--- config.mk ---
export PLATFORM = sky130hd
export DESIGN_NAME = pipeline_sequencer
export DESIGN_NICKNAME = d
export VERILOG_FILES = /design/src/rtl/pipeline_pkg.sv /design/src/rtl/pipeline_sequencer.sv
export SDC_FILE = /design/constraint.sdc
export NUM_CORES = 1
export LEC_CHECK = 0
export CORE_MARGIN = 2
export CORE_UTILIZATION = 40
export CTS_CLUSTER_SIZE = 8
export DETAILED_ROUTE_END_ITERATION = 6
export GPL_TIMING_DRIVEN = 0
export HOLD_SLACK_MARGIN = 0.02
export MAX_ROUTING_LAYER = met4
export PLACE_DENSITY = 0.77
export SLEW_MARGIN = 0
export SYNTH_ARGS = -nofsm -noshare
export SYNTH_HDL_FRONTEND = slang
export SYNTH_SLANG_ARGS = --single-unit
--- constraint.sdc ---
create_clock -name clk -period 2.4 [get_ports clk]
set_clock_uncertainty 0.15 [all_clocks]
set_input_delay 0.72 -clock clk [delete_from_list [all_inputs] [get_ports clk]]
set_output_delay 0.72 -clock clk [all_outputs]
set_load 0.01 [all_outputs]
--- src/rtl/pipeline_pkg.sv ---
// pipeline_pkg: shared types and constants for the fetch/decode/execute sequencer.
//   seq_state_t      - sequencer FSM states
//   OP_HALT/OP_JUMP  - control opcodes matched on instruction bits [OP_MSB:OP_LSB]
//   JT_MSB/JT_LSB    - in-line jump target field
//   *_DEFAULT        - default widths for pipeline_sequencer
package pipeline_pkg;

  localparam int unsigned PC_W_DEFAULT    = 5;
  localparam int unsigned INSTR_W_DEFAULT = 32;
  localparam int unsigned CNT_W_DEFAULT   = 16;

  localparam int unsigned OP_MSB = 16;
  localparam int unsigned OP_LSB = 0;
  localparam int unsigned OP_W   = OP_MSB - OP_LSB + 1;

  localparam int unsigned JT_MSB = 31;
  localparam int unsigned JT_LSB = 27;

  localparam logic [OP_W-1:0] OP_HALT = 17'h1FFFF;
  localparam logic [OP_W-1:0] OP_JUMP = 17'b10000001101010101;

  typedef enum logic [2:0] {
    StIdle,
    StFetch,
    StLoad,
    StIssue,
    StHalt
  } seq_state_t;

endpackage

--- src/rtl/pipeline_sequencer.sv ---
// pipeline_sequencer: owns the PC, reads instruction words from a synchronous
// instruction memory and hands them to decode over a valid/ready handshake.
// Resolves in-line JUMP/HALT opcodes and accepts redirects from execute.
//   clk, reset (async, active-high)
//   start, start_pc          - begin execution (accepted in IDLE/HALT only)
//   imem_rd_en, imem_addr    - read strobe/address, data returns next cycle
//   imem_rdata               - instruction read data
//   dec_valid/ready/instr/pc - decode handshake, registered outputs
//   ex_redirect, ex_target   - PC redirect from execute (FETCH/LOAD/ISSUE only)
//   busy, halted             - registered state decodes
//   issue_count              - completed decode handshakes, wraps
module pipeline_sequencer
  import pipeline_pkg::*;
#(
  parameter int unsigned PC_W    = PC_W_DEFAULT,
  parameter int unsigned INSTR_W = INSTR_W_DEFAULT,
  parameter int unsigned CNT_W   = CNT_W_DEFAULT
) (
  input  logic               clk,
  input  logic               reset,
  input  logic               start,
  input  logic [PC_W-1:0]    start_pc,
  output logic               imem_rd_en,
  output logic [PC_W-1:0]    imem_addr,
  input  logic [INSTR_W-1:0] imem_rdata,
  output logic               dec_valid,
  input  logic               dec_ready,
  output logic [INSTR_W-1:0] dec_instr,
  output logic [PC_W-1:0]    dec_pc,
  input  logic               ex_redirect,
  input  logic [PC_W-1:0]    ex_target,
  output logic               busy,
  output logic               halted,
  output logic [CNT_W-1:0]   issue_count
);

  seq_state_t         state_q, state_d;
  logic [PC_W-1:0]    pc_q, pc_d;
  logic               dec_valid_q, dec_valid_d;
  logic [INSTR_W-1:0] dec_instr_q, dec_instr_d;
  logic [PC_W-1:0]    dec_pc_q, dec_pc_d;
  logic [CNT_W-1:0]   cnt_q, cnt_d;
  logic               busy_q, busy_d;
  logic               halted_q, halted_d;

  logic [OP_W-1:0] opcode;
  logic [PC_W-1:0] jump_target;
  logic            handshake;

  assign opcode      = dec_instr_q[OP_MSB:OP_LSB];
  assign jump_target = PC_W'(dec_instr_q[JT_MSB:JT_LSB]);
  assign handshake   = (state_q == StIssue) && dec_ready;

  // State register
  always_ff @(posedge clk or posedge reset) begin
    if (reset) begin
      state_q     <= StIdle;
      pc_q        <= '0;
      dec_valid_q <= 1'b0;
      dec_instr_q <= '0;
      dec_pc_q    <= '0;
      cnt_q       <= '0;
      busy_q      <= 1'b0;
      halted_q    <= 1'b0;
    end else begin
      state_q     <= state_d;
      pc_q        <= pc_d;
      dec_valid_q <= dec_valid_d;
      dec_instr_q <= dec_instr_d;
      dec_pc_q    <= dec_pc_d;
      cnt_q       <= cnt_d;
      busy_q      <= busy_d;
      halted_q    <= halted_d;
    end
  end

  // Next-state and next-PC mux
  always_comb begin
    state_d     = state_q;
    pc_d        = pc_q;
    dec_valid_d = dec_valid_q;
    dec_instr_d = dec_instr_q;
    dec_pc_d    = dec_pc_q;
    cnt_d       = cnt_q;

    unique case (state_q)
      StIdle, StHalt: begin
        if (start) begin
          pc_d    = start_pc;
          state_d = StFetch;
        end
      end
      StFetch: state_d = StLoad;
      StLoad: begin
        dec_instr_d = imem_rdata;
        dec_pc_d    = pc_q;
        dec_valid_d = 1'b1;
        state_d     = StIssue;
      end
      StIssue: begin
        if (handshake) begin
          dec_valid_d = 1'b0;
          cnt_d       = cnt_q + CNT_W'(1);
          if (opcode == OP_HALT) begin
            state_d = StHalt;
          end else if (opcode == OP_JUMP) begin
            pc_d    = jump_target;
            state_d = StFetch;
          end else begin
            pc_d    = pc_q + PC_W'(1);
            state_d = StFetch;
          end
        end
      end
      default: state_d = StIdle;
    endcase

    // Redirect wins over the opcode decode; a handshake in the same cycle still counts.
    if (ex_redirect && (state_q inside {StFetch, StLoad, StIssue})) begin
      pc_d        = ex_target;
      dec_valid_d = 1'b0;
      state_d     = StFetch;
    end

    busy_d   = state_d inside {StFetch, StLoad, StIssue};
    halted_d = (state_d == StHalt);
  end

  // Outputs
  always_comb begin
    imem_rd_en  = (state_q == StFetch);
    imem_addr   = pc_q;
    dec_valid   = dec_valid_q;
    dec_instr   = dec_instr_q;
    dec_pc      = dec_pc_q;
    busy        = busy_q;
    halted      = halted_q;
    issue_count = cnt_q;
  end

endmodule

# Yosys cells after proc, flatten, opt, wreduce, memory -nomap -nowiden
# Cells that the tools add are included.
# W data, S select, Z words.
# op_classes
add_sub_neg	2
multipliers	0
div_mod_pow	0
n_lt_le_gt_ge	0
n_eq_ne	13
shift	0
mux	14
n_bitwise	0
reduce_logical	11
# ops
operator	n
$eq A17 B17 Y1 const B	2
$mux W5	5
$add A16 B1 Y16 const B	1
$eq A3 B2 Y1 const B	4
$mux W3	4
$pmux W3 S4	1
$reduce_bool A3 Y1	4
$pmux W5 S2	1
$eq A3 B1 Y1 const B	2
$eq A3 B3 Y1 const B	2
$ne A3 B2 Y1 const B	2
$add A5 B1 Y5 const B	1
$reduce_and A2 Y1	2
$reduce_and A4 Y1	1
$logic_not A3 Y1	1
$ne A3 B3 Y1 const B	1
$logic_and A1 B1 Y1	2
$mux W1	2
$pmux W1 S2	1
$reduce_or A2 Y1	1
# word_totals
regBits	64
latchBits	0
ramBits	0
mem_bits_ro	0
in_bits	47
out_inout_bits	62
elab_cells	48
memories	0

# Longest topological paths before layout
# depth
ltp_word	7
mapped_depth	7
mapped_depth_nobuf	5

# Worst setup path before layout
# Ideal clock, no wire load.
# synth_path
path_type	input to register
start	input start
end	register pc_q[0] (netlist: imem_addr[0])
setup_ps	90
arrival_ps	1838
path_slack_ps	322
path_stages	5
n_path_buf	0
cell_sequence	or3b_1 -> o311ai_1 -> o31a_1 -> or4b_1 -> o2111ai_1
# synth_via
elab_chain_cells	2
# synth_rtl
item	line	source
start, declared	pipeline_sequencer.sv:21	input logic start,
$ne A3 B3 Y1 (no source line)	n/a	
$reduce_and A4 Y1 (no source line)	n/a	
end signal, assigned	pipeline_sequencer.sv:67	pc_q <= pc_d;
end, declared	pipeline_sequencer.sv:38	logic [PC_W-1:0] pc_q, pc_d;
# No other way between the ends.
# A chain may end at the register's enable or synchronous reset.

# Worst setup path in the final report
# layout_path
start	input dec_ready
end	register pc_q[0] (netlist: imem_addr[0])
# layout_via
elab_chain_cells	3
# layout_rtl
item	line	source
start, declared	pipeline_sequencer.sv:27	input logic dec_ready,
$logic_and A1 B1 Y1	pipeline_sequencer.sv:52	assign handshake = (state_q == StIssue) && dec_ready;
$ne A3 B2 Y1 (no source line)	n/a	
$reduce_and A4 Y1 (no source line)	n/a	
# No other way between the ends.

==> flow_summary.yaml <==
synthesis:
  synth_fp_nets: 284
  synth_top_area_share: 0.556
  synthAdderAreaFrac: 0.00869
  yosysTopAreaCell: "dfrtp_1"
  synth_area_per_cell_um2: 12.3
  synth_edf_count: 0
  synth-xor-area-share: 0.0547
  synth-compound-area-share: 0.0717
  yosysSeqAreaShare: 0.556
  synth_area_um2: 2880
  muxShareOfSynthArea: 0.152
  synth_cell_types: 44
  synth_simple_gate_area_frac: 0.127
  synth_area_leaders: "dfrtp_1, mux2_2, xnor2_1"
  ys.flop_type: "dfrtp_1"
  synth-seq-cells: 64
  yosys_warnings: 0
  synthCells: 235
  synth_top_family_by_area: "multiplexers"
  synthArstFlopShare: 1.00
power_and_ir_drop:
  intPower_uw: 3200
  p_switching_uw: 1590
  vdd_ir_drop_max_mv: 0.581
  pwr-share-clk: 0.163
  p_per_area_nw_per_um2: 1120
  seqPwrFrac: 0.392
  leakagePower_uw: 0.00178
  combinationalPowerShare: 0.445
  sw_frac_of_total: 0.332
placement:
  place.gp.congestion: 0.936
  dpl.hpwl_um: 4880
  portBuffers: 108
  place_inst: 439
route:
  vias: 2281
  firstDrtPassIters: 4
  wl_um: 6710
  drc: 0
  postRouteAntennaNets: 0
  via_per_inst: 5.00
  wl_per_cell_um: 14.7
  first_iter_violations: 103
floorplanning:
  initial_core_util: 0.419
  io_pins: 109
  die-area_um2: 7900
  die_x_um: 88.9
  coreArea_um2: 6870
  rows: 30
  die_h_um: 88.9
cells_and_area:
  n_antenna_cell: 0
  layout_common_cells: "clkdlybuf4s50_1, dfrtp_1, mux2_2"
  finalNetCount: 404
  final_cell_count_no_fill: 456
  mostFrequentLayoutCell: "clkdlybuf4s50_1"
  area_growth_pct: 48.7
  drive_gt1_frac: 0.197
sta:
  min_period_ns: 2.32
  hold_viol_final: 0
  relSlewSlack: 0.551
  finalSetupViolations: 0
  slew_viol_final: 0
  fin_crit_sh: 0.968
  tightest_slew_ns: 0.672
  rsz0062_at_grt: "no"
  fmax_mhz: 430
  hold-worst-slack_ns: 0.318
clocking:
  numCtsBuffers: 9
  cts_tree: "yes"
  clk_latency_ns: 0.33
  cts.htree.levels: 3
  root_buffer: "clkbuf_8"
  path_clk_slew_ns: 0.07
  clock_sinks: 64
  cts_hold_buf: 0
  clk_path_buf_depth: 2
grt:
  grtUsageTotal: 0.183
  grt_max_degree: 65
  overflow: 0
  grt_pass1_wl_um: 10700
  grt_pass1_vias: 2347
  antenna_found_initial: 0
worst_setup_path:
  worstPathArrival_ns: 2.42
  worst_setup_path_start_kind: "input pin"
  cp.required_ns: 2.50
  cp-end-kind: "flip-flop"
  rr_worst_depth: 5
  cp_slowest_cell: "clkdlybuf4s50_1"
  path_cells: "clkdlybuf4s50_1, a21oi_1, o311ai_1, o31a_1, or4b_1, o2111ai_1"
  path_max_fanout: 4
  max_stage_delay_ns: 0.54
  worstSetupPathType: "input pin to flip-flop"
flow_run:
  maxCapViolations: 0
hold_path:
  hold_path_class: "flip-flop to flip-flop"
  holdPathStages: 1
status:
  run_status: "finished clean"
==> per-stage QoR <==
stage / area (µm²) / power, µW / utilization / TNS (ns) / setup slack (ns)
global route: 4280 / 5130 / 0.624 / 0 / 0.0175
floorplan: 2880 / 2880 / - / 0 / 0.322
detailed placement: 4090 / 4030 / 0.595 / -2.93 / -0.273
CTS: 4250 / 4840 / 0.619 / 0 / 0.00650
finish: 4280 / 4790 / 0.624 / 0 / 0.0764
global placement: 4090 / 3990 / 0.595 / -2.28 / -0.282
==> cells in the mapped netlist, drive strengths merged, types with 4 or more instances <==
cell type / count
a22oi: 4
a31oi: 4
buf: 8
dfrtp: 64
inv: 9
mux2: 37
nand2: 9
nand3: 13
nand4: 7
nor2: 11
o21ai: 8
xnor2: 14
xor2: 4
==> per-layer routing <==
layer | up-vias | GRT usage | routed length, µm
met5 | - | - | 0
met4 | 0 | 0.0744 | 86
met3 | 8 | 0.0494 | 406
met2 | 81 | 0.296 | 3310
met1 | 1099 | 0.216 | 2900
li1 | 1093 | - | -
==> power groups by stage <==
stage	logic [µW]	registers, µW	clock network, µW
2_1_floorplan	862	2020	0
3_3_place_gp	2110	1870	0
3_5_place_dp	2140	1890	0
4_1_cts	2150	1880	814
5_1_grt	2310	1950	865
6_report	2130	1880	781
==> what timing repair did <==
item	CTS	global route
setup buffers	0	0
setup endpoints to repair	1	6
gates resized for setup	1	7
gates cloned	0	0
==> final timing paths <==
| path | start | slack [ns] | endpoint |
|---|---|---|---|
| setup reg to reg | state_q[2] | 0.31 | dec_instr[24] |
| max in group asynchronous | reset | 0.91 | state_q[2] |
| setup / recovery | dec_ready | 0.08 | imem_addr[0] |
| hold / removal | issue_count[15] | 0.32 | issue_count[15] |
| hold reg to reg | issue_count[15] | 0.32 | issue_count[15] |
| min in group asynchronous | reset | 0.62 | issue_count[5] |
==> critical path: cells and delay by family <==
family | cells | cell delay [ns]
compound gates | 4 | 0.72
buf+inv | 1 | 0.54
simple gates | 1 | 0.44
==> sequential cells by signal (all words and copies together) (netlist names) <==
register     count
issue_count     16
dec_instr       32
dec_pc           5
busy             1
halted           1
dec_valid        1
state_q          3
imem_addr        5
==> cell type report <==
class                      instances  area, µm²
timing repair buffer             109       1100
multi-input combinational        152       1200
inverter                           9       37.5
tap                               96        120
clock buffer                      12        145
sequential                        64       1600
buffer                            10       53.8
fill                             584       2580
clock inverter                     4       20.0
==> kinds of logic (layout without fill, tap and decap cells) <==
logic type               after synthesis  in the layout
XOR/XNOR                              18             18
AO/OA/AOI/OAI                         30             30
buffers and inverters                 19            144
adder cells (fa/ha/maj)                2              2
multiplexers                          39             39
flip-flops                            64             64
AND/OR/NAND/NOR                       63             63
(Power assumes the default switching activity.)
